`src/rtl/interp_normalizer_if.sv`:
```
// interp_normalizer_if: stereo sample handshake between interpolator, normalizer and output stage.
interface interp_normalizer_if #(
  parameter int DIN_W  = 34,
  parameter int DIV_W  = 11,
  parameter int DOUT_W = 24
);
  logic              din_valid;
  logic [DIN_W-1:0]  l_data_in;
  logic [DIN_W-1:0]  r_data_in;
  logic [DIV_W-1:0]  divisor;
  logic              dout_valid;
  logic [DOUT_W-1:0] l_data_out;
  logic [DOUT_W-1:0] r_data_out;
  logic              busy;
  logic              overrun;
  logic              div_zero;
  modport master (
    output din_valid, l_data_in, r_data_in, divisor,
    input  dout_valid, l_data_out, r_data_out, busy, overrun, div_zero
  );
  modport slave (
    input  din_valid, l_data_in, r_data_in, divisor,
    output dout_valid, l_data_out, r_data_out, busy, overrun, div_zero
  );
endinterface

```
`src/rtl/interp_normalizer.sv`:
```
// interp_normalizer: divides stereo interpolation sums by the sub-sample span with one shared
// restoring divider (L then R), saturating each result to DOUT_W signed.
module interp_normalizer #(
  parameter int DIN_W     = 34,
  parameter int DIV_W     = 11,
  parameter int DOUT_W    = 24,
  parameter int PRE_SHIFT = 2
) (
  input logic clk,
  input logic reset,
  interp_normalizer_if.slave bus
);
  localparam int N  = DIN_W + PRE_SHIFT;
  localparam int CW = $clog2(N);
  localparam logic [N-1:0] Q_MAX = N'((64'd1 << (DOUT_W - 1)) - 64'd1);
  typedef enum logic [2:0] {IDLE, DIV_L, SAT_L, DIV_R, SAT_R, OUT} state_t;
  state_t            r_state, w_next;
  logic [CW-1:0]     r_cnt;
  logic [N-1:0]      r_num;
  logic [DIV_W:0]    r_rem;
  logic [DIV_W-1:0]  r_div;
  logic [DIN_W-1:0]  r_r_in;
  logic              r_l_neg, r_r_neg, r_ovr, r_dz;
  logic [DOUT_W-1:0] r_l_res, r_l_out, r_r_out;
  logic [DIV_W+1:0]  w_sh, w_dif;
  logic              w_ge, w_busy, w_dout_valid;
  function automatic logic [N-1:0] numer(input logic [DIN_W-1:0] x);
    logic [DIN_W:0] mag;
    mag = x[DIN_W-1] ? -{x[DIN_W-1], x} : {x[DIN_W-1], x};
    return N'({mag, {PRE_SHIFT{1'b0}}});
  endfunction
  // Zero quotient (or a zero divisor) always yields +0, never a negative zero.
  function automatic logic [DOUT_W-1:0] sat(input logic [N-1:0] q, input logic neg, input logic dz);
    return (dz || q == '0) ? '0 :
           !neg ? (q > Q_MAX ? DOUT_W'(Q_MAX) : q[DOUT_W-1:0]) :
           (q > Q_MAX + N'(1) ? {1'b1, {(DOUT_W-1){1'b0}}} : -q[DOUT_W-1:0]);
  endfunction
  assign w_sh  = {r_rem, r_num[N-1]};
  assign w_ge  = w_sh >= {2'b00, r_div};
  assign w_dif = w_sh - {2'b00, r_div};
  always_ff @(posedge clk)
    r_state <= reset ? IDLE : w_next;
  always_comb begin
    w_next = r_state;
    case (r_state)
      IDLE:    w_next = bus.din_valid ? DIV_L : IDLE;
      DIV_L:   w_next = r_cnt == CW'(N - 1) ? SAT_L : DIV_L;
      SAT_L:   w_next = DIV_R;
      DIV_R:   w_next = r_cnt == CW'(N - 1) ? SAT_R : DIV_R;
      SAT_R:   w_next = OUT;
      default: w_next = IDLE;
    endcase
  end
  always_comb begin
    w_busy       = r_state != IDLE;
    w_dout_valid = r_state == OUT;
  end
  always_ff @(posedge clk) begin
    if (reset) begin
      r_cnt   <= '0;
      r_num   <= '0;
      r_rem   <= '0;
      r_div   <= '0;
      r_r_in  <= '0;
      r_l_neg <= 1'b0;
      r_r_neg <= 1'b0;
      r_ovr   <= 1'b0;
      r_dz    <= 1'b0;
      r_l_res <= '0;
      r_l_out <= '0;
      r_r_out <= '0;
    end else begin
      if (bus.din_valid && r_state != IDLE) r_ovr <= 1'b1;
      case (r_state)
        IDLE: if (bus.din_valid) begin
          r_num   <= numer(bus.l_data_in);
          r_rem   <= '0;
          r_cnt   <= '0;
          r_div   <= bus.divisor;
          r_r_in  <= bus.r_data_in;
          r_l_neg <= bus.l_data_in[DIN_W-1];
          r_r_neg <= bus.r_data_in[DIN_W-1];
          r_dz    <= r_dz | (bus.divisor == '0);
        end
        DIV_L, DIV_R: begin
          r_num <= {r_num[N-2:0], w_ge};
          r_rem <= (DIV_W + 1)'(w_ge ? w_dif : w_sh);
          r_cnt <= r_cnt + 1'b1;
        end
        SAT_L: begin
          r_l_res <= sat(r_num, r_l_neg, r_div == '0);
          r_num   <= numer(r_r_in);
          r_rem   <= '0;
          r_cnt   <= '0;
        end
        SAT_R: begin
          r_l_out <= r_l_res;
          r_r_out <= sat(r_num, r_r_neg, r_div == '0);
        end
        default: ;
      endcase
    end
  end
  assign bus.dout_valid = w_dout_valid;
  assign bus.busy       = w_busy;
  assign bus.l_data_out = r_l_out;
  assign bus.r_data_out = r_r_out;
  assign bus.overrun    = r_ovr;
  assign bus.div_zero   = r_dz;
endmodule

```
`src/flat_wrapper.sv`:
```
// flat-port wrapper written by rule: the top's interface ports become plain ports
module interp_normalizer_flat 
#(
  parameter int DIN_W     = 34,
  parameter int DIV_W     = 11,
  parameter int DOUT_W    = 24,
  parameter int PRE_SHIFT = 2
)
  (clk, reset, bus_din_valid, bus_l_data_in, bus_r_data_in, bus_divisor, bus_dout_valid, bus_l_data_out, bus_r_data_out, bus_busy, bus_overrun, bus_div_zero);
  interp_normalizer_if #(.DIN_W(DIN_W), .DIV_W(DIV_W), .DOUT_W(DOUT_W)) bus_i ();
  input logic clk;
  input logic reset;
  input wire logic [$bits(bus_i.din_valid)-1:0] bus_din_valid;
  input wire logic [$bits(bus_i.l_data_in)-1:0] bus_l_data_in;
  input wire logic [$bits(bus_i.r_data_in)-1:0] bus_r_data_in;
  input wire logic [$bits(bus_i.divisor)-1:0] bus_divisor;
  output wire logic [$bits(bus_i.dout_valid)-1:0] bus_dout_valid;
  output wire logic [$bits(bus_i.l_data_out)-1:0] bus_l_data_out;
  output wire logic [$bits(bus_i.r_data_out)-1:0] bus_r_data_out;
  output wire logic [$bits(bus_i.busy)-1:0] bus_busy;
  output wire logic [$bits(bus_i.overrun)-1:0] bus_overrun;
  output wire logic [$bits(bus_i.div_zero)-1:0] bus_div_zero;
  assign bus_i.din_valid = bus_din_valid;
  assign bus_i.l_data_in = bus_l_data_in;
  assign bus_i.r_data_in = bus_r_data_in;
  assign bus_i.divisor = bus_divisor;
  assign bus_dout_valid = bus_i.dout_valid;
  assign bus_l_data_out = bus_i.l_data_out;
  assign bus_r_data_out = bus_i.r_data_out;
  assign bus_busy = bus_i.busy;
  assign bus_overrun = bus_i.overrun;
  assign bus_div_zero = bus_i.div_zero;
  interp_normalizer #(.DIN_W(DIN_W), .DIV_W(DIV_W), .DOUT_W(DOUT_W), .PRE_SHIFT(PRE_SHIFT)) u_core (.clk(clk), .reset(reset), .bus(bus_i));
endmodule
```
`config.mk`:
```
export PLATFORM = sky130hd
export DESIGN_NAME = interp_normalizer_flat
export DESIGN_NICKNAME = d
export VERILOG_FILES = /design/src/rtl/interp_normalizer_if.sv /design/src/rtl/interp_normalizer.sv /design/src/flat_wrapper.sv
export SDC_FILE = /design/constraint.sdc
export NUM_CORES = 1
export LEC_CHECK = 0
export CAP_MARGIN = 20
export CORE_ASPECT_RATIO = 0.9
export CORE_MARGIN = 3
export CORE_UTILIZATION = 40
export DETAILED_ROUTE_END_ITERATION = 10
export GPL_TIMING_DRIVEN = 0
export PLACE_DENSITY = 0.7
export SETUP_SLACK_MARGIN = 0.15
export SLEW_MARGIN = 20
export SYNTH_ARGS = -nofsm -noshare
export SYNTH_HDL_FRONTEND = slang
export SYNTH_SLANG_ARGS = --single-unit
```
`constraint.sdc`:
```
create_clock -name clk -period 3.2 [get_ports clk]
set_clock_uncertainty 0.1 [all_clocks]
set_input_delay 0.64 -clock clk [delete_from_list [all_inputs] [get_ports clk]]
set_output_delay 0.64 -clock clk [all_outputs]
set_load 0.02 [all_outputs]
```
======== Yosys cells after proc, flatten, opt, wreduce, memory -nomap -nowiden ========
Cells that the tools add are included.
word-level totals
  output and inout bits ................... 52
  logic and storage cells ................. 59
  flip-flop bits (word level) ............. 178
cells by class
  equality and inequality tests ........... 7
  magnitude comparators ................... 3
  add/sub/neg operators ................... 5
  bitwise gates (word level) .............. 1
  reduce and logical (&&, ||, !) cells .... 11
  muxes and demuxes ....................... 19
operators with widths
  cell                                                                    number
  24-bit 2-to-1 mux                                                       6
  36-bit one-hot mux with 3 select lines                                  1
  34-bit 2-to-1 mux                                                       2
  34-bit negator                                                          2
  36-bit by 23-bit > comparator with 1-bit output, second input constant  1
  36-bit by 24-bit > comparator with 1-bit output, second input constant  1
  36-bit zero test                                                        1
  36-bit 2-to-1 mux                                                       1
  12-bit one-hot mux with 3 select lines                                  1
  12-bit 2-to-1 mux                                                       2
  24-bit negator                                                          1
  11-bit zero test                                                        2
  6-bit one-hot mux with 3 select lines                                   1
  3-bit one-hot mux with 5 select lines                                   1
  13-bit by 11-bit greater-or-equal comparator with 1-bit output          1
  12-bit by 11-bit subtractor with 12-bit output                          1
  6-bit by 1-bit adder with 6-bit output, second input constant           1
  3-bit by 2-bit == test with 1-bit output, second input constant         2
  3-bit == test, second input constant                                    2
  6-bit == test, second input constant                                    1
  6-bit 2-to-1 mux                                                        1
  3-bit nonzero test                                                      2
  2-bit AND reduction                                                     2
  3-bit by 1-bit == test with 1-bit output, second input constant         1
  other kinds (9)                                                         9

======== Depth between registers and ports, before layout ========
  word-level depth ........................ 4
  depth in mapped cells ................... 11

======== Worst setup path before layout ========
OpenSTA, ideal clock, no wires.
  kind .................................... in2reg
  from .................................... input port bus_l_data_in[3]
  to ...................................... register u_core.r_num[26]
  slack ................................... 0.552 ns
  required time ........................... 2.966 ns
  setup time .............................. 0.134 ns
  arrival ................................. 2.415 ns
  buffers on the path ..................... 0
  stages on the path ...................... 7
  cell sequence ........................... nor4_1 > nand4b_1 > or2_2 > o41ai_1 > xnor2_1 > a221oi_1 > a211oi_1
between the ends
  longest elaborated chain between the ends .. 4
RTL lines
  element                                 line                     source
  start: declaration                      flat_wrapper.sv:14       input wire logic [$bits(bus_i.l_data_in)-1:0] bus_l_data_in;
  34-bit negator                          interp_normalizer.sv:29  mag = x[DIN_W-1] ? -{x[DIN_W-1], x} : {x[DIN_W-1], x};
  34-bit 2-to-1 mux                       interp_normalizer.sv:29
  36-bit 2-to-1 mux                       interp_normalizer.sv:75  IDLE: if (bus.din_valid) begin
  36-bit one-hot mux with 3 select lines  interp_normalizer.sv:74  case (r_state)
  end signal: assignment                  interp_normalizer.sv:76  r_num <= numer(bus.l_data_in);
  end signal: assignment                  interp_normalizer.sv:86  r_num <= {r_num[N-2:0], w_ge};
  end signal: assignment                  interp_normalizer.sv:92  r_num <= numer(r_r_in);
  end: declaration                        interp_normalizer.sv:19  logic [N-1:0] r_num;
No other way between the ends. The select of a mux whose other input is x is not followed.
A chain may end at the register's enable or synchronous reset.

======== Worst setup path in the final report ========
Ends and elaborated chain as after synthesis.

==> impl_results.md <==
- Commonest non-fill, non-tap cell in the layout: nand2_1
- RSZ-0062 raised after global routing: yes
- Drt drc: 0
- Outcome: completed
- Filler cells: between 2000 and 2500
- Initial core utilization: 0.414
- Biggest area consumer among synthesized cells: dfxtp_1
- #FFs+latches synth: around 180
- Max FO, Critical Path: 6
- Critical Path Source Type: input port
- # rows: 53
- Area Overhead vs Synth: 24.5%
- Hold depth: 2
- Die span in x: roughly 170 um
- Worst slew margin: 0.392
- Mapped Area: roughly 0.0098 mm^2
- CTS Buf Count: 17
- Final Core Density: 0.515
- Required @ worst endpoint: roughly 3.4 ns
- Syn avg cell area: 7.60 um^2
- Antenna violations before repair: 0
- Hold Slack: roughly 0.34 ns
- Number of distinct library cells after synthesis: between 60 and 70
- Final Wtd Congestion: a little under 1
- Iter 0 DRT Violations: 1047
- Total GRT Usage: 0.249
- Dpl hpwl: 25.6 mm
- Most common flop cell mapped by yosys: dfxtp_1
- 1st-pass router iterations: 6
- Vias: 10300
- CP Cell Sequence: clkdlybuf4s50_1 > nor4_4 > nand4b_1 > or2_2 > o41ai_1 > xnor2_1 > a221oi_1 > a211oi_1
- Routed len/inst: between 15 and 20 um
- Insertion delay to the later sink of the worst-skew pair: 0.45 ns
- Crit. End Element: flop
- Vias per inst: about 5.8
- IO buf count: roughly 130
- Critical path buffers and inverters: 1
- Largest cells by area after synthesis: dfxtp_1 (36%), nand2_1 (8.6%), a21oi_1 (6.8%)
- Fin crit period: about 3 ns
- Hold Path Class: reg2reg
- Crit Path Class: in2reg
- I/O pins: between 100 and 150
- Longest Clk Path Bufs: 2
- Largest net degree at the start of global routing: 20
- PwrDens: roughly 560 mW/mm^2
- Levels on crit path: 8
- H-tree levels: 4
- Worst-Margin Slew: slightly above 0.9 ns
- Slowest-stage cell, CP: clkdlybuf4s50_1
- Storage cell area: ~0.0035 mm^2
- Antenna diodes: 0
- Multi-input logic area: slightly below 0.006 mm^2
- Post-Synthesis Cells: 1293
- Post-synth EDFFs: 0
- Antenna Nets Post-Route: 0
- Die area: roughly 0.026 mm^2
- Leakage Power: about 4.4 nW
- # hold bufs at CTS: 0
- Final nets: approximately 1500
- Seq/Total Area, Yosys: 0.361
- Path depth of the worst reg2reg path: 9
- CTS Sinks: approximately 180
- Peak supply drop: 0.434 mV
- Final Total Pwr: approximately 0.0069 W
- CTS tree: yes
- Ys Warns: 0
- Global-route wire length before repair: 52.0 mm
- Clk root buf: clkbuf_16
- # setup viols final: 0
- Max_cap viols: 0
- Fin. Hold Viols: 0
- Final worst-path cycle share: 0.940
- Layout cells sized above 1: 0.0479
- Worst-path clk slew: ~0.080 ns
- Vias in the first global route: around 9400
- Achievable Freq: roughly 0.33 GHz
- Async SR Flop Fraction: 0
- Detailed Route WL: 33.6 mm
- Core Region: between 0.02 and 0.025 mm^2
- Die height: approximately 150 um
- Mapped Nets: roughly 1400
- Max-slew violations: 0
- Final setup TNS: 0 ns
- Kind of cell adding the most delay to the critical path: simple AND/OR/NAND/NOR gates
- Crit path largest cell delay: 0.57 ns
- Most frequent cells in the layout: nand2_1 (225), dfxtp_1 (177), a21oi_1 (134)
- Top-area cell type share of the netlist area: 0.361
- GRT overflow: 0
- Arrival time worst endpoint: about 3.2 ns
## what timing repair did
action                                  in CTS  in global routing
resized for setup                            4                  8
endpoints found under the hold margin        0                  0
pin swaps                                    3                  1
endpoints found under the setup margin      27                 29
setup buffers                                3                  3
cloned                                       0                  0
## sequential cells by signal (all words and copies together), names as in the netlist, 6 cells and up
signal / count
u_core.bus.l_data_out: 24
u_core.bus.r_data_out: 24
u_core.r_r_in: 33
u_core.r_div: 11
u_core.r_rem: 12
u_core.r_cnt: 6
u_core.r_num: 36
u_core.r_l_res: 24
## final timing paths
kind                                               start                        to  slack (ns)
worst min-delay path            u_core.bus.r_data_out[8]  u_core.bus.r_data_out[8]        0.34
worst max-delay path                    bus_l_data_in[3]          u_core.r_num[26]        0.19
worst max register to register           u_core.r_num[7]        u_core.r_l_res[14]        0.28
worst min register to register  u_core.bus.r_data_out[8]  u_core.bus.r_data_out[8]        0.34
## worst min-delay path, cell delays in order (launching register included)
cell	delay, ns
dfxtp_1	0.31
nand2_1	0.05
nand2_1	0.04
## per-layer routing
| metal | vias to the layer above | wire, um | GRT usage |
|---|---|---|---|
| met5 | - | 0 | 0 |
| met4 | 0 | 903 | 0.0839 |
| met3 | 60 | 3110 | 0.0427 |
| met2 | 528 | 14200 | 0.366 |
| met1 | 4720 | 15400 | 0.367 |
| li1 | 4952 | - | - |
## report_power, final
part | switching [W] | internal, W
combinational | 0.00126 | 0.000913
sequential | 0.000163 | 0.00234
clock | 0.00104 | 0.00113
## metrics by stage
stage	cell area, um^2	cells	setup slack (ns)
global route	12200	1764	0.0397
global placement	11500	1726	-0.573
finish	12200	1764	0.193
detailed placement	11500	1726	-0.605
CTS	12200	1761	0.209
floorplan	9820	1293	0.552
## synth_stat cells (3+ instances only)
cell,number
inv_1,25
a222oi_1,7
mux2i_1,11
o22ai_1,8
ha_1,15
a31oi_1,10
a21oi_1,134
nor4_1,13
o41ai_1,13
nor2_1,114
a21o_1,19
o211ai_1,5
o221ai_1,6
a211oi_1,21
a221oi_1,15
o21a_1,7
a21boi_0,4
dfxtp_1,177
or3_1,18
nor3_1,38
nand4b_1,5
nand3_1,20
buf_1,8
nor2b_1,4
nand2b_1,13
o21ai_1,4
o31a_1,5
a32o_1,4
o31ai_1,18
a22o_1,15
xnor2_1,44
clkbuf_1,80
xor2_1,34
nand2_1,225
o21ai_0,82
a22oi_1,7
or4_1,10
nand4_1,8
or2_2,7
a211o_1,3
## cells by family after synthesis
| group | Yosys count | synth area share |
|---|---|---|
| AND/OR/NAND/NOR | 488 | 0.225 |
| AO/OA/AOI/OAI | 404 | 0.264 |
| flip-flops | 177 | 0.361 |
| buffers and inverters | 117 | 0.0461 |
| XOR/XNOR | 78 | 0.0696 |
| adder cells (fa/ha/maj) | 16 | 0.0211 |
| multiplexers | 13 | 0.0135 |
## final cells by class
cell class / instances / area share
Clock inverter: 15 / 0.0153
Clock buffer: 17 / 0.0348
Sequential cell: 177 / 0.290
Tap cell: 302 / 0.0309
Inverter: 25 / 0.00767
Timing Repair Buffer: 137 / 0.111
Buffer: 92 / 0.0297
Multi-Input combinational cell: 999 / 0.481
(Power assumes the default switching activity.)
==> variant 1 (same settings) <==
`PRE_SHIFT` is set to 2 in 2 places; all go to 1.
--- a/src/rtl/interp_normalizer.sv
+++ b/src/rtl/interp_normalizer.sv
@@ -5,5 +5,5 @@
   parameter int DIV_W     = 11,
   parameter int DOUT_W    = 24,
-  parameter int PRE_SHIFT = 2
+  parameter int PRE_SHIFT = 1
 ) (
   input logic clk,
--- a/src/flat_wrapper.sv
+++ b/src/flat_wrapper.sv
@@ -5,5 +5,5 @@
   parameter int DIV_W     = 11,
   parameter int DOUT_W    = 24,
-  parameter int PRE_SHIFT = 2
+  parameter int PRE_SHIFT = 1
 )
   (clk, reset, bus_din_valid, bus_l_data_in, bus_r_data_in, bus_divisor, bus_dout_valid, bus_l_data_out, bus_r_data_out, bus_busy, bus_overrun, bus_div_zero);
Function: same outputs for any inputs over 10 cycles, from zero or initial values and one cycle with reset high; that may be too few to reach the edited logic, so the function may still have changed.
==> variant 1 against the unedited design <==
- synthesized area up 2.5%
- setup slack better by 8.7 ps
- maximum frequency is 0.29% higher
- power is 4.2% higher
- first-iteration DRC count decreased by 16%
- cell area grew 3.4%
- sequential cell count fell by 1
- sequential share of layout area shrank 1.1 points
- clock power shrank 3%
- utilization hardly changed
- wire length is 6.9% higher
- global-route usage increased by 0.59 points
- critical path type unchanged
==> variant 1: results <==
group,metric,value,unit
timing,fmax,333.5,MHz
layout,final_cells,1810,
logic_synthesis,netlist_top_cells_count,"245 x nand2_1, 176 x dfxtp_1, 108 x a21oi_1, 95 x clkbuf_1, 69 x xnor2_1",
setup_path,critical_path.endpoint,"u_core.r_num[28]$_SDFFE_PP0P_",
layout,nets,1561,
layout,drive_gt1_frac,0.05631,
place,dpl.hpwl,26810,um
power,p_seq_frac,0.348,
status,status,"finished clean",
setup_path,reg2reg_depth,8,
logic_synthesis,synth_xor_area_frac,0.07484,
logic_synthesis,syn_nets,1405,
grt,grt_pass1_wl,55280,um
logic_synthesis,yosys-mux-area-fraction,0.007086,
route,drt_iter0_drc,880,
power,powerDensity,565.1,mW/mm^2
route,first_pass_iters,7,
timing,whs,354.1,ps
setup_path,slowest_delay,540,ps
layout,biggestRegsByFlops,"u_core.r_num (35), u_core.r_r_in (33)",
logic_synthesis,syn_inst,1305,
logic_synthesis,yosysSeqAreaShare,0.3501,
logic_synthesis,synthAdderAreaFrac,0.02312,
grt,grt_pass1_vias,9893,
place,gp_congestion,0.9789,
clock_tree,cts_resized,20,
power,pg_comb,2560,uW
setup_path,rrSetupSlack,210,ps
clock_tree,postCtsSetupBuffers,0,
logic_synthesis,synth_top_area_frac,0.3501,
logic_synthesis,synth_compound_area_frac,0.2597,
-- variant 1: cell count changes after synthesis, moves of 15 or more --
| cell | change |
|---|---|
| o21ai_0 | -20 |
| xor2_1 | -17 |
| nor2_1 | -46 |
| a21oi_1 | -26 |
| xnor2_1 | +25 |
| a21o_1 | -16 |
| nand2_1 | +20 |
| clkbuf_1 | +15 |
-- variant 1: final cells by class --
type / instances / area, um^2
Fill cell: 2431 / 11880
Multi-Input combinational cell: 988 / 6208
Sequential cell: 176 / 3523
Timing Repair Buffer: 137 / 1355
Clock buffer: 17 / 425.4
Tap cell: 336 / 420.4
Buffer: 105 / 414.1
Clock inverter: 15 / 160.2
Inverter: 36 / 135.1
-- variant 1: layer usage --
metal | part of all wire | track usage | vias to the layer above
met4 | 0.025 | 0.08182 | 0
met3 | 0.078 | 0.04682 | 78
li1 | - | - | 5056
met2 | 0.44 | 0.4051 | 502
met5 | 0 | 0 | -
met1 | 0.45 | 0.3514 | 4961
==> variant 2 (config.mk and constraints unchanged) <==
Made on the original files. Encoding of `state_t`: now one-hot (6 bits for 6 states).
--- a/src/rtl/interp_normalizer.sv
+++ b/src/rtl/interp_normalizer.sv
@@ -14,5 +14,5 @@
   localparam int CW = $clog2(N);
   localparam logic [N-1:0] Q_MAX = N'((64'd1 << (DOUT_W - 1)) - 64'd1);
-  typedef enum logic [2:0] {IDLE, DIV_L, SAT_L, DIV_R, SAT_R, OUT} state_t;
+  typedef enum logic [5:0] {IDLE = 6'b000001, DIV_L = 6'b000010, SAT_L = 6'b000100, DIV_R = 6'b001000, SAT_R = 6'b010000, OUT = 6'b100000} state_t;
   state_t            r_state, w_next;
   logic [CW-1:0]     r_cnt;
Check against the original RTL: same outputs for any inputs over 10 cycles, from zero or initial values and one cycle with reset high; not proved beyond that.
==> variant 2 against the unedited design <==
- largest power group unchanged
- cell area grew 1.5%
- synthesized cell count shrank 2.6%
- setup slack lost 14 ps
- global-route usage grew 0.25 points
- power shrank 8.8%
- wire length grew 1.2%
- clock power shrank 7%
- synthesized area grew 0.22%
- highest routed layer unchanged
- sequential cell count grew 3
- cell count shrank 1.2%
==> variant 2: results <==
group,metric,value,unit
route,wl_met1,15280,um
grt,use_met2,0.3891,
layout,final_cells,1742,
worst_hold_path,hold_path_end,"u_core.bus.r_data_out[21]$_SDFFE_PP0P_",
route,wl_met2,14880,um
place,dpl.hpwl,26000,um
power,internal_power,4036,uW
power,p_leak,0.004501,uW
place,place_ws,-728.2,ps
logic_synthesis,syn_inst,1259,
logic_synthesis,yosysSeqAreaShare,0.3661,
grt,use_met1,0.3486,
route,route.met3.wl,2941,um
route,top_layer_used,"met4",
place,post_dp_cell_area,0.01152,mm^2
grt,grt_usage,0.2511,
setup_path,cp_slowest_cell,"or4_4",
power,peakVddDrop,349.6,uV
logic_synthesis,yosys-mux-area-fraction,0.01042,
status,status,"finished clean",
setup_path,critical_path.endpoint,"u_core.bus.r_data_out[14]$_SDFFE_PP0P_",
timing,timing.slew.headroom,0.3757,
clock_tree,cts_resized,7,
place,io_buffer_count,130,
logic_synthesis,synthTopCellsByArea,"dfxtp_1 37%, nand2_1 8.2%, a21oi_1 5.9%",
setup_path,cp-startpoint,"u_core.r_num[0]$_SDFFE_PP0P_",
timing,post-route-min-period,3022,ps
worst_hold_path,hp-start,"u_core.bus.r_data_out[21]$_SDFFE_PP0P_",
route,wl,34010,um
logic_synthesis,synth_compound_area_frac,0.2553,
timing,whs,347.2,ps
layout,nets,1525,
logic_synthesis,synth_xor_area_frac,0.07475,
grt,grt_pass1_wl,52590,um
clock_tree,postCtsSetupBuffers,2,
place,gp_congestion,0.9769,
logic_synthesis,netlist_top_cells_count,"216 x nand2_1, 180 x dfxtp_1, 117 x a21oi_1, 116 x nor2_1, 69 x clkbuf_1",
grt,grt_pass1_vias,9431,
route,drt_iter0_drc,964,
grt,antenna_found_initial,0,
route,vias,10190,
setup_path,cp_max_fo,5,
grt,met3_usage,0.05213,
power,pwr-share-comb,0.276,
setup_path,slowest_delay,420,ps
logic_synthesis,synth_cell_types,74,
logic_synthesis,synth_top_area_frac,0.3661,
logic_synthesis,synthAdderAreaFrac,0.02110,
grt,grt_max_degree,18,
layout,drive_gt1_frac,0.08056,
clock_tree,cts.reportedPaths.clkPinSlew,70,ps
-- variant 2: cell count changes in the layout (fill, tap and decap cells not counted), sizes merged, moves of 11 or more --
| cell | before | now |
|---|---|---|
| clkbuf | 97 | 86 |
| buf | 18 | 39 |
| o21ai | 88 | 71 |
| a22o | 15 | 27 |
| a21oi | 136 | 120 |
-- variant 2: final cells by class --
cell class	instances	area, um^2	area share
inverter	23	86.33	0.006952
multi-input combinational	968	5984	0.4819
clock inverter	14	120.1	0.009672
tap	302	377.9	0.03043
clock buffer	18	429.2	0.03456
sequential	180	3610	0.2907
timing repair buffer	148	1431	0.1153
buffer	89	379.1	0.03053
-- variant 2: worst reg2reg max path, delay by kind of cell (launching register included) --
kind / cells / cell delay, ps
and+or+nand+nor: 4 / 1300
DFF: 1 / 360
buffers and inverters: 4 / 540
AOI/OAI and AO/OA: 3 / 440
adders and majority gates: 1 / 180
